==> src/rtl/bi_channel_ctrl_if.sv <==
// Signal bundle between the two link-end routers and the bi-directional channel controller.
// master = router side (requests/tails), slave = controller side (selects/grants/owner).
interface bi_channel_ctrl_if;
  logic       req1;
  logic       req2;
  logic       tail1;
  logic       tail2;
  logic       inout_select1;
  logic       inout_select2;
  logic       gnt1;
  logic       gnt2;
  logic [1:0] owner;

  modport master (
    output req1, req2, tail1, tail2,
    input  inout_select1, inout_select2, gnt1, gnt2, owner
  );

  modport slave (
    input  req1, req2, tail1, tail2,
    output inout_select1, inout_select2, gnt1, gnt2, owner
  );
endinterface

==> src/rtl/bi_channel_ctrl.sv <==
// Direction controller for one bidirectional inter-router link with a turnaround gap on every release.
// Optional packet-count preemption of a busy owner is enabled by defining BICH_PREEMPT_EN.
//
// state | meaning
// IDLE  | nobody drives the link, arbitrate every cycle
// OWN1  | end1 drives the link
// OWN2  | end2 drives the link
// TURN  | bus turnaround, neither end drives for TURN_CYCLES cycles
module bi_channel_ctrl #(
  parameter int TURN_CYCLES = 1,
  parameter int MAX_PKTS    = 4
) (
  input logic              clk,
  input logic              rst,
  bi_channel_ctrl_if.slave bus
);

  typedef enum logic [1:0] {
    IDLE = 2'b00,
    OWN1 = 2'b01,
    OWN2 = 2'b10,
    TURN = 2'b11
  } state_t;

  localparam int          TW        = (TURN_CYCLES > 1) ? $clog2(TURN_CYCLES) : 1;
  localparam logic [TW-1:0] TURN_LOAD = TW'(TURN_CYCLES - 1);

  state_t        state_q, state_d;
  state_t        arb_state;
  logic [TW-1:0] turn_cnt_q, turn_cnt_d;
  logic          lw_q, lw_d;  // last winner: 0 = end1, 1 = end2
  logic          sel1_q, sel1_d;
  logic          sel2_q, sel2_d;
  logic          gnt1_q, gnt1_d;
  logic          gnt2_q, gnt2_d;

`ifdef BICH_PREEMPT_EN
  localparam int          PW       = (MAX_PKTS > 1) ? $clog2(MAX_PKTS) : 1;
  localparam logic [PW-1:0] PKT_LAST = PW'(MAX_PKTS - 1);

  logic [PW-1:0] pkt_cnt_q, pkt_cnt_d;
`else
  localparam int unused_max_pkts = MAX_PKTS;
  logic          unused_tail;

  assign unused_tail = bus.tail1 ^ bus.tail2;
`endif

  always_comb begin
    arb_state = IDLE;
    if (bus.req1 && bus.req2) arb_state = lw_q ? OWN1 : OWN2;
    else if (bus.req1)        arb_state = OWN1;
    else if (bus.req2)        arb_state = OWN2;
  end

  always_comb begin
    state_d    = state_q;
    turn_cnt_d = turn_cnt_q;
    lw_d       = lw_q;
`ifdef BICH_PREEMPT_EN
    pkt_cnt_d  = pkt_cnt_q;
`endif

    case (state_q)
      IDLE: state_d = arb_state;
      OWN1: begin
        if (!bus.req1) begin
          state_d    = TURN;
          turn_cnt_d = TURN_LOAD;
        end
`ifdef BICH_PREEMPT_EN
        else if (bus.tail1) begin
          if (pkt_cnt_q == PKT_LAST) begin
            if (bus.req2) begin
              state_d    = TURN;
              turn_cnt_d = TURN_LOAD;
            end
          end else begin
            pkt_cnt_d = pkt_cnt_q + 1'b1;
          end
        end
`endif
      end
      OWN2: begin
        if (!bus.req2) begin
          state_d    = TURN;
          turn_cnt_d = TURN_LOAD;
        end
`ifdef BICH_PREEMPT_EN
        else if (bus.tail2) begin
          if (pkt_cnt_q == PKT_LAST) begin
            if (bus.req1) begin
              state_d    = TURN;
              turn_cnt_d = TURN_LOAD;
            end
          end else begin
            pkt_cnt_d = pkt_cnt_q + 1'b1;
          end
        end
`endif
      end
      TURN: begin
        if (turn_cnt_q == '0) state_d = arb_state;
        else                  turn_cnt_d = turn_cnt_q - 1'b1;
      end
      default: state_d = IDLE;
    endcase

    // A fresh grant records the winner so the other end wins the next tie.
    if (state_d == OWN1 && state_q != OWN1) begin
      lw_d = 1'b0;
`ifdef BICH_PREEMPT_EN
      pkt_cnt_d = '0;
`endif
    end
    if (state_d == OWN2 && state_q != OWN2) begin
      lw_d = 1'b1;
`ifdef BICH_PREEMPT_EN
      pkt_cnt_d = '0;
`endif
    end

    sel1_d = (state_d == OWN1);
    gnt1_d = (state_d == OWN1);
    sel2_d = (state_d == OWN2);
    gnt2_d = (state_d == OWN2);
  end

  always_ff @(posedge clk or posedge rst) begin
    if (rst) begin
      state_q    <= IDLE;
      turn_cnt_q <= '0;
      lw_q       <= 1'b1;
      sel1_q     <= 1'b0;
      sel2_q     <= 1'b0;
      gnt1_q     <= 1'b0;
      gnt2_q     <= 1'b0;
`ifdef BICH_PREEMPT_EN
      pkt_cnt_q  <= '0;
`endif
    end else begin
      state_q    <= state_d;
      turn_cnt_q <= turn_cnt_d;
      lw_q       <= lw_d;
      sel1_q     <= sel1_d;
      sel2_q     <= sel2_d;
      gnt1_q     <= gnt1_d;
      gnt2_q     <= gnt2_d;
`ifdef BICH_PREEMPT_EN
      pkt_cnt_q  <= pkt_cnt_d;
`endif
    end
  end

  assign bus.inout_select1 = sel1_q;
  assign bus.inout_select2 = sel2_q;
  assign bus.gnt1          = gnt1_q;
  assign bus.gnt2          = gnt2_q;
  assign bus.owner         = state_q;

endmodule

==> src/flat_wrapper.sv <==
// flat-port wrapper written by rule: the top's interface ports become plain ports
module bi_channel_ctrl_flat 
#(
  parameter int TURN_CYCLES = 1,
  parameter int MAX_PKTS    = 4
)
  (clk, rst, bus_req1, bus_req2, bus_tail1, bus_tail2, bus_inout_select1, bus_inout_select2, bus_gnt1, bus_gnt2, bus_owner);
  bi_channel_ctrl_if bus_i ();
  input logic clk;
  input logic rst;
  input wire logic [$bits(bus_i.req1)-1:0] bus_req1;
  input wire logic [$bits(bus_i.req2)-1:0] bus_req2;
  input wire logic [$bits(bus_i.tail1)-1:0] bus_tail1;
  input wire logic [$bits(bus_i.tail2)-1:0] bus_tail2;
  output wire logic [$bits(bus_i.inout_select1)-1:0] bus_inout_select1;
  output wire logic [$bits(bus_i.inout_select2)-1:0] bus_inout_select2;
  output wire logic [$bits(bus_i.gnt1)-1:0] bus_gnt1;
  output wire logic [$bits(bus_i.gnt2)-1:0] bus_gnt2;
  output wire logic [$bits(bus_i.owner)-1:0] bus_owner;
  assign bus_i.req1 = bus_req1;
  assign bus_i.req2 = bus_req2;
  assign bus_i.tail1 = bus_tail1;
  assign bus_i.tail2 = bus_tail2;
  assign bus_inout_select1 = bus_i.inout_select1;
  assign bus_inout_select2 = bus_i.inout_select2;
  assign bus_gnt1 = bus_i.gnt1;
  assign bus_gnt2 = bus_i.gnt2;
  assign bus_owner = bus_i.owner;
  bi_channel_ctrl #(.TURN_CYCLES(TURN_CYCLES), .MAX_PKTS(MAX_PKTS)) u_core (.clk(clk), .rst(rst), .bus(bus_i));
endmodule
==> config.mk <==
export PLATFORM = sky130hd
export DESIGN_NAME = bi_channel_ctrl_flat
export DESIGN_NICKNAME = d
export VERILOG_FILES = /design/src/rtl/bi_channel_ctrl_if.sv /design/src/rtl/bi_channel_ctrl.sv /design/src/flat_wrapper.sv
export SDC_FILE = /design/constraint.sdc
export NUM_CORES = 1
export LEC_CHECK = 0
export BUFFER_PORTS_ARGS = -buffer_cell sky130_fd_sc_hd__buf_2
export CELL_PAD_IN_SITES_DETAIL_PLACEMENT = 0
export CELL_PAD_IN_SITES_GLOBAL_PLACEMENT = 2
export CORE_AREA = 2 2 39 41
export CTS_CLUSTER_DIAMETER = 200
export CTS_CLUSTER_SIZE = 25
export DETAILED_ROUTE_END_ITERATION = 6
export DIE_AREA = 0 0 41 43
export PLACE_DENSITY_LB_ADDON = 0.1
export SLEW_MARGIN = 20
export SYNTH_ARGS = -nofsm -noshare
export SYNTH_HDL_FRONTEND = slang
export SYNTH_SLANG_ARGS = --single-unit
==> constraint.sdc <==
create_clock -name clk -period 2.12 [get_ports clk]
set_input_delay 0.212 -clock clk [delete_from_list [all_inputs] [get_ports clk]]
set_output_delay 0.212 -clock clk [all_outputs]
set_load 0.03 [all_outputs]
## Word-level counts from Yosys, hierarchy flattened

Index checks and enable logic that the tools add are counted.
W data, S select, Z words.

| operators by class | value |
|---|---|
| muxes and demuxes | 14 |
| equal/unequal tests | 9 |
| add/sub/neg operators | 1 |
| reductions and logical operators | 7 |

Operator list:

| kind | count |
|---|---|
| $mux W2 | 7 |
| $pmux W2 S4 | 1 |
| $eq A2 B2 Y1 const B | 3 |
| $ne A2 B2 Y1 const B | 3 |
| $mux W1 | 5 |
| $eq A2 B1 Y1 const B | 2 |
| $logic_and A1 B1 Y1 | 3 |
| $pmux W1 S3 | 1 |
| $reduce_and A3 Y1 | 1 |
| $reduce_bool A3 Y1 | 1 |
| $logic_not A2 Y1 | 1 |
| $ne A2 B1 Y1 const B | 1 |
| $reduce_bool A2 Y1 | 1 |
| $sub A1 B1 Y1 const B | 1 |

| storage, ports and cells | value |
|---|---|
| logic and storage cells | 36 |
| output and inout bits | 6 |
| bits in registers | 6 |
| input port bits | 6 |

## Logic depth before layout (Yosys ltp)

Gate-level depths: netlist of the first run.

| logic depth | value |
|---|---|
| depth after elaboration | 9 |
| gate-level depth with buffers | 3 |
| gate-level depth less buffers | 3 |

## Worst setup path after synthesis of the first run

OpenSTA, ideal clock, no wires.

| path | value |
|---|---|
| kind | reg-to-reg |
| start | reg u_core.state_q[0], in the netlist u_core.bus.owner[0] |
| end | reg u_core.sel1_q, in the netlist u_core.bus.inout_select1 |
| setup slack | 1.007 ns |
| cell stages (with the launch flop) | 4 |
| data arrival time | 1.045 ns |
| setup time | 0.069 ns |
| path through | dfrtp_1 > inv_2 > maj3_2 > nor2b_2 |

| between the ends | value |
|---|---|
| cells in the longest elaborated chain, start to end | 3 |
| elaborated cells on any way between the ends | 9 |

RTL lines:

| item | line | RTL |
|---|---|---|
| start, declared | bi_channel_ctrl.sv:28 | `state_t state_q, state_d;` |
| start signal, assigned | bi_channel_ctrl.sv:142 | `state_q <= state_d;` |
| $eq A2 B2 Y1 (tied with other cells) | bi_channel_ctrl.sv:64 | `case (state_q)` |
| $pmux W2 S4 * | bi_channel_ctrl.sv:64 |  |
| $eq A2 B1 Y1 * | - |  |
| via u_core.gnt1_d | bi_channel_ctrl.sv:34 | `logic gnt1_q, gnt1_d;` |
| end signal, assigned | bi_channel_ctrl.sv:145 | `sel1_q <= sel1_d;` |
| end, declared | bi_channel_ctrl.sv:32 | `logic sel1_q, sel1_d;` |

Mark *: on every way through the listed nets, which the timed path passes. The rest lies on a longest branch.
A chain may end at the register's enable or synchronous reset.

## Final worst setup path of the first run

| path | value |
|---|---|
| start | reg u_core.state_q[1], in the netlist u_core.bus.owner[1] |
| end | out bus_owner[1] |

RTL lines:

| item | line | RTL |
|---|---|---|
| end, declared | flat_wrapper.sv:19 | `output wire logic [$bits(bus_i.owner)-1:0] bus_owner;` |

No word-level cell between the ends.

==> metrics.log, run 1 <==
[metrics] run status: finished clean
[metrics] remaining number of nets flagged by the antenna check after routing: 0
[metrics] worst setup path end: bus_owner[1]
[metrics] setup-violating endpoint count in the final report: 0
[metrics] count of cell instances traversed by the critical path: 1
[metrics] synthesized instance count: 25
[metrics] cell area power density: approximately 1700 mW/mm^2
[metrics] share of Yosys cell area claimed by the top area cell type: 39.2%
[metrics] arrival time of data at the critical path endpoint: 0.96 ns
[metrics] final critical-path required period: 1.17 ns
[metrics] number of hold violations in the final report: 0
[metrics] path class of the lowest-slack min-delay path: primary input to register
[metrics] Synth Warn #: 0
[metrics] floorplan die area: 0.00176 mm^2
[metrics] Rel. slew slack: 82.7%
[metrics] antenna violations before repair: 0
[metrics] Placer Congestion: 0.663
[metrics] filler cell count in the final layout: 161
[metrics] worst ir drop on vdd: 0.000399 V
[metrics] startpoint of the worst register-to-register path: u_core.lw_q
[metrics] EDFF count, synth: 0
[metrics] family of cells with the greatest summed delay on the critical path: flip-flops
[metrics] Net count, final: 44
[metrics] Die Y: 43 um
[metrics] Slew @ Worst Pin: ~0.26 ns
[metrics] via/cell ratio: 4.13
[metrics] leading post-synthesis cells by instance count: 4 x a21oi_1, 4 x dfrtp_1, 2 x buf_4, 2 x nor2b_2, 2 x o21ai_0
[metrics] Initial Utilization: 18.4%
[metrics] maximum number of pins on one net before global-route repair: 9
[metrics] Highest Clock Rate: ~0.85 GHz
[metrics] Critical Path Max Stage Delay: 0.47 ns
[metrics] number of max-slew violations in the final report: 0
[metrics] Clk Latency, worst-skew pair: 0.24 ns
[metrics] crit path from: u_core.bus.owner[1]
[metrics] average wire length per cell after detail routing: between 10 and 15 um
[metrics] gr usage total: between 8 and 9%
[metrics] clk root buf: clkbuf_4
[metrics] number of global-route vias before repair: around 220
[metrics] post_cts resized: 0
[metrics] synthesized flop and latch total: 5
[metrics] post-CTS setup buffers: 0
[metrics] share of the yosys chip area belonging to registers: 49.5%
[metrics] synth unique cells: 16
[metrics] floorplan die width: roughly 41 um
[metrics] slowest CP cell: dfrtp_1
[metrics] Clock transition at path regs: 0.04 ns
[metrics] reg-to-reg critical path endpoint: u_core.bus.inout_select1
[metrics] unrepaired setup endpoints after global routing: no
[metrics] CTS tree: yes
[metrics] kind of start point of the critical path: register
[metrics] critical-path maximum fanout: 8
[metrics] wire length after detailed routing: 563 um
[metrics] average instance area after synthesis: 10.2 um^2
[metrics] required time of the critical path: 1.91 ns
[metrics] fraction of final layout cells sized beyond drive strength 1: 45.9%
[metrics] ys flop type: dfrtp_1
[metrics] Buf/Inv on CP: 1
[metrics] r2r setup slk: about 1 ns
[metrics] cell chain of the critical path: buf_2
[metrics] number of antenna cells inserted: 0
[metrics] CORE AREA: 0.00138 mm^2
[metrics] number of placement rows: 14
[metrics] Worst Reg2Reg Path Length in Cells: 3
[metrics] number of violations of the max-capacitance limit: 0
[metrics] Crit. End Element: output port
[metrics] number of clock buffers inserted by TritonCTS: 3
[metrics] estimated wirelength of the detail-placed design: 416 um
[metrics] number of top-level design ports: 12
[metrics] Worst Hold Slack: about 0.22 ns
[metrics] Setup Skew: 0.000967 ns
[metrics] Hold Path Stages: 2
[metrics] clock tree sinks: 5
[metrics] Layout Area Growth over Synthesis: 33.8%
[metrics] Final Instance Count excl. Fillers: 53
[metrics] # H-tree levels: 1
[metrics] IO buf count: 9
[metrics] number of DRC markers after the initial detailed-route iteration: 1
[metrics] final period utilization: 55.3%
[metrics] number of search-and-repair iterations in the first detailed-routing pass: 2
[metrics] instance count after placement with tap cells included: 48
[metrics] remaining global-route overflow: 0
[metrics] largest cells by area after synthesis: dfrtp_1 39%, dfstp_2 10%, a21oi_1 7.8%
[metrics] maximum number of buffers from clock root to sink: 2
[metrics] Crit Path Category: register to output port
[metrics] overall via count from detail_route: 219
[metrics] summed negative setup slack over all endpoints: 0 ns
[metrics] wire length of the first global-routing pass: approximately 930 um
[metrics] post-route DRC violation count: 0
[metrics] total nets after synthesis: 31
[metrics] netlist area before placement: 255 um^2
[metrics] leakage power figure: 0.157 nW
[metrics] Post-synth ARST share: 100%
[metrics] cell accounting for the most synthesized area: dfrtp_1
routing by layer:
layer / part of all wire (%) / track usage (%)
met5: 0 / 0
met4: 3.7 / 14.0
met3: 3.2 / 1.57
met2: 52 / 10.6
met1: 41 / 10.1
worst min-delay path by stage:
stage / from / endpoint
global route: bus_req1 / u_core.lw_q
global placement: rst / u_core.bus.inout_select1
floorplan: rst / u_core.bus.inout_select1
CTS: bus_req1 / u_core.lw_q
detailed placement: rst / u_core.bus.owner[1]
finish: bus_req1 / u_core.lw_q
power by group:
group	switching, W	total (W)	internal [W]	leakage, nW
clock	0.0000391	0.000110	0.0000712	0.0150
combinational	0.000174	0.000273	0.0000994	0.0836
sequential	0.0000597	0.000206	0.000146	0.0580
layout make-up:
type                       instances  area, um^2  area share (%)
sequential                         5         126            37.0
multi-input combinational         16         106            31.1
timing repair buffer              10        55.1            16.1
clock buffer                       4        26.3            7.69
tap                               16        20.0            5.86
inverter                           2        7.51            2.20
stage by stage:
stage	setup slack, ns	cell area, um^2	total power, W	util [%]
finish	0.947	342	0.000590	24.7
detailed placement	1.02	305	0.000482	22.1
global placement	1.01	305	0.000481	22.1
floorplan	1.01	255	0.000423	-
CTS	0.927	342	0.000602	24.7
global route	0.893	342	0.000639	24.7
logic make-up after synthesis:
group | after synthesis | synth area share [%]
compound gates | 9 | 21.1
simple gates | 5 | 12.7
flops | 5 | 49.5
buf+inv | 4 | 8.82
xor+xnor | 1 | 3.43
fa+ha+maj | 1 | 4.41
placed cells by master (no fill, tap or decap):
cell type / netlist / final
dlygate4sd3_1: 0 / 1
a31oi_1: 1 / 1
buf_2: 0 / 9
o221ai_1: 1 / 1
nand2_1: 1 / 1
dfrtp_1: 4 / 4
inv_1: 1 / 1
maj3_2: 1 / 1
o21ai_0: 2 / 2
xnor2_1: 1 / 1
nor2b_1: 1 / 1
clkbuf_4: 0 / 3
inv_2: 1 / 1
o311ai_1: 1 / 1
dfstp_2: 1 / 1
a21oi_1: 4 / 4
nor2b_2: 2 / 2
nand3_1: 1 / 1
clkbuf_1: 0 / 1
flip-flops by register name (all words and copies together), names as in the netlist:
register,cells
u_core.bus.inout_select2,1
u_core.bus.owner,2
u_core.lw_q,1
u_core.bus.inout_select1,1
repair_timing:
| item | 4_1_cts | 5_1_grt |
|---|---|---|
| hold buffers | 1 | 0 |
| endpoints found under the hold margin | 4 | 0 |
| endpoints found under the setup margin | 0 | 0 |
Note: power is estimated with default switching activity, not from simulation.
==> run 2: changes to the inputs <==
==> constraint.sdc (replaced) <==
create_clock -name clk -period 1.1 [get_ports clk]
set_input_delay 0.11 -clock clk [delete_from_list [all_inputs] [get_ports clk]]
set_output_delay 0.11 -clock clk [all_outputs]
set_load 0.03 [all_outputs]
==> run 2 against run 1 <==
Compared with the run above: clock skew up 0.0014 ns; the run now ends with negative setup slack left; clock-buffer cell count did not move; critical path type is now register to register; critical endpoint is now u_core.bus.inout_select1; largest power group unchanged; combinational power increased by 100%.
==> metrics.log, run 2 (synthesized netlist as in run 1, its figures left out) <==
[metrics] worst ir drop on vdd: 0.000838 V
[metrics] antenna violations before repair: 0
[metrics] critical-path maximum fanout: 5
[metrics] global routing's busiest layer: met4
[metrics] wire length after detailed routing: 589 um
[metrics] number of search-and-repair iterations in the first detailed-routing pass: 4
[metrics] number of flip-flops in the largest register: 2
[metrics] post-detailed-placement cell area: 307 um^2
[metrics] setup-violating endpoint count in the final report: 1
[metrics] clk root buf: clkbuf_4
[metrics] number of hold violations in the final report: 0
[metrics] CORE AREA: ~0.0014 mm^2
[metrics] number of max-slew violations in the final report: 0
[metrics] Net count, final: 45
[metrics] floorplan die width: 41 um
[metrics] # H-tree levels: 1
[metrics] maximum number of pins on one net before global-route repair: 9
[metrics] most used cells in the layout excluding fill and tap cells: 9 x buf_2, 4 x a21oi_1, 3 x clkbuf_4
[metrics] most common cell after layout, fill and taps aside: buf_2
[metrics] post-place setup slack: -0.0160 ns
[metrics] Clk Latency, worst-skew pair: 0.24 ns
[metrics] run status: complete, but fails checks
[metrics] path class of the lowest-slack min-delay path: primary input to register
[metrics] Setup WS post-layout: -0.00242 ns
[metrics] gr usage total: 9.06%
[metrics] via/cell ratio: 4.56
[metrics] average wire length per cell after detail routing: 10.9 um
[metrics] required time of the critical path: 1.27 ns
[metrics] estimated wirelength of the detail-placed design: 426 um
[metrics] cell area power density: 3360 mW/mm^2
[metrics] GR met3 Demand/Resource: under 10%
[metrics] number of global-route vias before repair: 239
[metrics] number of DRC markers after the initial detailed-route iteration: 5
[metrics] arrival time of data at the critical path endpoint: 1.27 ns
[metrics] clock tree sinks: 5
[metrics] fraction of final layout cells sized beyond drive strength 1: a little over half
[metrics] Layout Area Growth over Synthesis: 37.7%
[metrics] Highest Clock Rate: 0.907 GHz
[metrics] Clock transition at path regs: approximately 0.040 ns
[metrics] final non-filler cell area: 352 um^2
[metrics] Placer Congestion: 0.676
[metrics] Slew @ Worst Pin: 0.227 ns
[metrics] final critical-path required period: ~1.1 ns
[metrics] remaining number of nets flagged by the antenna check after routing: 0
[metrics] IO buf count: 9
[metrics] number of antenna cells inserted: 0
[metrics] CTS tree: yes
[metrics] final period utilization: 100%
[metrics] wire length of the first global-routing pass: 1.00 mm
[metrics] Crit Path Category: register to register
[metrics] violated checks: negative setup slack
[metrics] leakage power figure: between 0.15 and 0.2 nW
[metrics] kind of start point of the critical path: register
[metrics] Initial Utilization: approximately 18%
[metrics] r2r setup slk: -0.002 ns
[metrics] number of top-level design ports: 12
[metrics] Crit. End Element: register
[metrics] remaining global-route overflow: 0
[metrics] maximum number of buffers from clock root to sink: 2
[metrics] post-route DRC violation count: 0
[metrics] M1 GR Usage: a little over a tenth
[metrics] met2 layer usage reported by global route: a little over a tenth
[metrics] Die Y: 43 um
[metrics] number of violations of the max-capacitance limit: 0
[metrics] number of clock buffers inserted by TritonCTS: 3
[metrics] Setup Skew: 0.00234 ns
[metrics] overall via count from detail_route: 246
[metrics] floorplan die area: 0.00176 mm^2
[metrics] unrepaired setup endpoints after global routing: yes
[metrics] number of placement rows: 14
[metrics] Rel. slew slack: a little over four fifths
-- run 2: cell types whose count changed in the layout (fill, tap and decap cells not counted), sizes merged --
| cell | change |
|---|---|
| buf | +1 |
-- run 2: layer usage --
| metal | wire length [um] | vias to the layer above |
|---|---|---|
| met1 | 265 | 116 |
| met2 | 260 | 12 |
| li1 | - | 116 |
| met5 | 0 | - |
| met4 | 20 | 0 |
| met3 | 43 | 2 |
-- run 2: power breakdown --
group	switching, W	internal (W)
logic	0.000345	0.000214
clock network	0.0000748	0.000137
registers	0.000121	0.000290
total	0.000541	0.000641
-- run 2: area by class of cell --
type                       instances  area (um^2)
clock buffer                       4         26.3
sequential                         5          129
tap                               16         20.0
multi-input combinational         16          106
inverter                           2         7.51
timing repair buffer              11         62.6
fill                             164         1030
-- run 2: path summary, 6_finish.rpt --
path | from | to | cells after the start
worst min register to register | u_core.bus.owner[1] | u_core.bus.owner[1] | 1
max in group asynchronous | rst | u_core.lw_q | 3
worst max-delay path | u_core.lw_q | u_core.bus.inout_select1 | 3
worst min-delay path | bus_req1 | u_core.lw_q | 2
min in group asynchronous | rst | u_core.bus.inout_select2 | 3
worst max register to register | u_core.lw_q | u_core.bus.inout_select1 | 3
-- run 2: worst max-delay path: stages, from the launching register on --
cell	delay (ns)
dfstp_2	0.58
nor2b_2	0.06
maj3_2	0.29
nor2b_2	0.11
-- run 2: per-stage QoR --
step	util [%]	TNS (ns)	instances	total power (W)	hold WS [ns]
2_1_floorplan	-	0	25	0.000820	-0.112
3_3_place_gp	22.2	-0.00490	48	0.000932	0.0148
3_5_place_dp	22.2	-0.0160	48	0.000935	0.0225
4_1_cts	24.8	-0.0135	53	0.00116	0.0981
5_1_grt	25.4	-0.0259	54	0.00128	0.126
6_report	25.4	-0.00242	54	0.00118	0.109
-- run 2: timing repair --
item | 4_1_cts | 5_1_grt
setup endpoints to repair | 1 | 4
resized for setup | 0 | 1
hold buffers | 1 | 0
setup buffers | 0 | 1
pin swaps | 1 | 0
hold endpoints to repair | 5 | 0
==> run 3: changes to the inputs <==
--- a/config.mk
+++ b/config.mk
@@ -14,6 +14,7 @@
 export DETAILED_ROUTE_END_ITERATION = 6
 export DIE_AREA = 0 0 41 43
 export PLACE_DENSITY_LB_ADDON = 0.1
+export SKIP_CTS_REPAIR_TIMING = 1
 export SLEW_MARGIN = 20
 export SYNTH_ARGS = -nofsm -noshare
 export SYNTH_HDL_FRONTEND = slang
==> constraint.sdc (replaced) <==
create_clock -name clk -period 1.1 [get_ports clk]
set_input_delay 0.11 -clock clk [delete_from_list [all_inputs] [get_ports clk]]
set_output_delay 0.11 -clock clk [all_outputs]
set_load 0.01 [all_outputs]
==> run 3 against run 2 <==
Compared with the run above: the flow now finishes without violations; critical path depth did not move; global-route usage rose by 0.92 points; clock-buffer cell count unchanged; core utilization down 0.18 points; sequential power shrank 5%; clock skew increased by 0.0040 ns; cell count did not move; final area decreased by 0.71%; maximum frequency up 1.6%; flip-flop and latch count stayed put; clock power about the same; hold slack improved by 0.0032 ns; critical endpoint unchanged; largest power group unchanged; highest routed layer unchanged.
==> metrics.log, run 3 (synthesized netlist as in run 1, its figures left out) <==
[metrics] run status: finished clean
[metrics] CP dominant cell by count: nor2b_2
[metrics] reg-to-reg critical path endpoint: u_core.bus.inout_select1
[metrics] Net count, final: 45
[metrics] kind of start point of the critical path: register
[metrics] Layout Area Growth over Synthesis: 36.8%
[metrics] antenna violations before repair: 0
[metrics] via/cell ratio: around 4.3
[metrics] Slew @ Worst Pin: between 0.2 and 0.3 ns
[metrics] number of DRC markers after the initial detailed-route iteration: 2
[metrics] Setup Skew: roughly 0.0064 ns
[metrics] number of antenna cells inserted: 0
[metrics] final period utilization: 98.6%
[metrics] Critical Path Max Stage Delay: about 0.56 ns
[metrics] Clk Latency, worst-skew pair: 0.24 ns
[metrics] maximum number of pins on one net before global-route repair: 9
[metrics] arrival time of data at the critical path endpoint: 1.26 ns
[metrics] Clock transition at path regs: 0.05 ns
[metrics] wire length of the first global-routing pass: 1.00 mm
[metrics] fraction of final layout cells sized beyond drive strength 1: 47.4%
[metrics] Worst Reg2Reg Path Length in Cells: 3
[metrics] average wire length per cell after detail routing: ~11 um
[metrics] switching share of power: between 30% and 40%
[metrics] filler cell count in the final layout: 167
[metrics] worst ir drop on vdd: 0.000576 V
[metrics] required time of the critical path: 1.27 ns
[metrics] Rel. slew slack: between 80% and 90%
[metrics] most used cells in the layout excluding fill and tap cells: 9 x buf_2, 4 x a21oi_1, 4 x dfrtp_1
[metrics] Worst Hold Slack: 0.112 ns
[metrics] Combinational Power Share: 41.3%
[metrics] number of max-slew violations in the final report: 0
[metrics] clock power share: about a fifth
[metrics] overall via count from detail_route: between 200 and 250
[metrics] remaining number of nets flagged by the antenna check after routing: 0
[metrics] setup-violating endpoint count in the final report: 0
[metrics] r2r setup slk: 0.01 ns
[metrics] unrepaired setup endpoints after global routing: yes
[metrics] gr usage total: 9.98%
[metrics] summed negative setup slack over all endpoints: 0 ns
[metrics] clk root buf: clkbuf_4
[metrics] number of search-and-repair iterations in the first detailed-routing pass: 2
[metrics] slowest CP cell: dfstp_2
[metrics] Endpoint, Worst Hold: u_core.lw_q
[metrics] estimated wirelength of the detail-placed design: 442 um
[metrics] clock tree sinks: 5
[metrics] Placer Congestion: ~0.7
[metrics] Crit. End Element: register
[metrics] cell area power density: 2950 mW/mm^2
[metrics] CORE AREA: roughly 0.0014 mm^2
[metrics] final non-filler cell area: roughly 350 um^2
[metrics] Worst Hold Launch: bus_req1
[metrics] maximum number of buffers from clock root to sink: 2
[metrics] floorplan die area: between 0.0015 and 0.002 mm^2
[metrics] Internal Power: 0.000631 W
[metrics] wire length after detailed routing: 594 um
[metrics] critical-path maximum fanout: 4
[metrics] number of hold violations in the final report: 0
[metrics] Initial Utilization: 18.4%
[metrics] number of placement rows: 14
[metrics] IO buf count: 9
[metrics] number of global-route vias before repair: 223
[metrics] final cell utilization of the core: 25.2%
[metrics] final critical-path required period: 1.09 ns
[metrics] number of top-level design ports: 12
[metrics] number of flip-flops in the largest register: 2
[metrics] startpoint of the worst register-to-register path: u_core.lw_q
[metrics] number of clock buffers inserted by TritonCTS: 3
[metrics] most common cell after layout, fill and taps aside: buf_2
[metrics] # H-tree levels: 1
[metrics] post-detailed-placement cell area: between 300 and 400 um^2
[metrics] post-route DRC violation count: 0
[metrics] cell chain of the critical path: nor2b_2 > maj3_2 > nor2b_2
[metrics] Crit Path Category: register to register
[metrics] CTS tree: yes
[metrics] floorplan die width: around 41 um
[metrics] path class of the lowest-slack min-delay path: primary input to register
[metrics] number of violations of the max-capacitance limit: 0
[metrics] net switching power figure: 0.000398 W
[metrics] Die Y: 43 um
[metrics] remaining global-route overflow: 0
[metrics] Highest Clock Rate: 0.922 GHz
[metrics] register share of total power: 38.1%
[metrics] Hold Path Stages: 2
[metrics] leakage power figure: 0.161 nW
run 3: cell counts in the layout (fill, tap and decap cells not counted):
Identical to the previous run, type by type.
run 3: power by group through the flow:
stage / Combinational (W) / Clock [W] / Sequential [W]
3_3_place_gp: 0.000421 / 0 / 0.000394
2_1_floorplan: 0.000265 / 0 / 0.000413
3_5_place_dp: 0.000423 / 0 / 0.000397
4_1_cts: 0.000426 / 0.000222 / 0.000397
6_report: 0.000425 / 0.000212 / 0.000392
5_1_grt: 0.000477 / 0.000238 / 0.000413
run 3: area by class of cell:
type	instances	area, um^2	share of cell area, %
Timing Repair Buffer	11	62.6	17.9
Tap cell	16	20.0	5.73
Clock buffer	4	26.3	7.53
Inverter	2	7.51	2.15
Multi-Input combinational cell	16	106	30.5
Sequential cell	5	126	36.2
run 3: worst max path at each step:
stage / start / end / cells after the start
CTS: u_core.lw_q / u_core.bus.inout_select1 / 3
detailed placement: u_core.lw_q / u_core.bus.inout_select1 / 3
global placement: u_core.lw_q / u_core.bus.inout_select1 / 3
global route: u_core.bus.owner[1] / u_core.lw_q / 3
finish: u_core.lw_q / u_core.bus.inout_select1 / 3
floorplan: u_core.lw_q / u_core.bus.inout_select1 / 3
run 3: critical path, delay by kind of cell, from the launching register on:
family	cells	cell delay, ns
adder cells (fa/ha/maj)	1	0.30
AND/OR/NAND/NOR	2	0.15
flip-flops	1	0.56
run 3: per-stage QoR:
step / setup slack [ns] / power [W] / instances
global route: -0.0245 / 0.00113 / 54
floorplan: 0.0425 / 0.000678 / 25
CTS: -0.00178 / 0.00104 / 53
detailed placement: 0.0259 / 0.000820 / 49
global placement: 0.0215 / 0.000815 / 49
finish: 0.0150 / 0.00103 / 54
run 3: per-layer routing:
layer / part of all wire [%] / GRT usage [%] / vias to the layer above / wire length (um)
met4: 7.2 / 16.0 / 0 / 43
met1: 40 / 10.1 / 104 / 240
met3: 3.9 / 3.14 / 4 / 23
li1: - / - / 113 / -
met5: 0 / 0 / - / 0
met2: 48 / 11.9 / 9 / 287
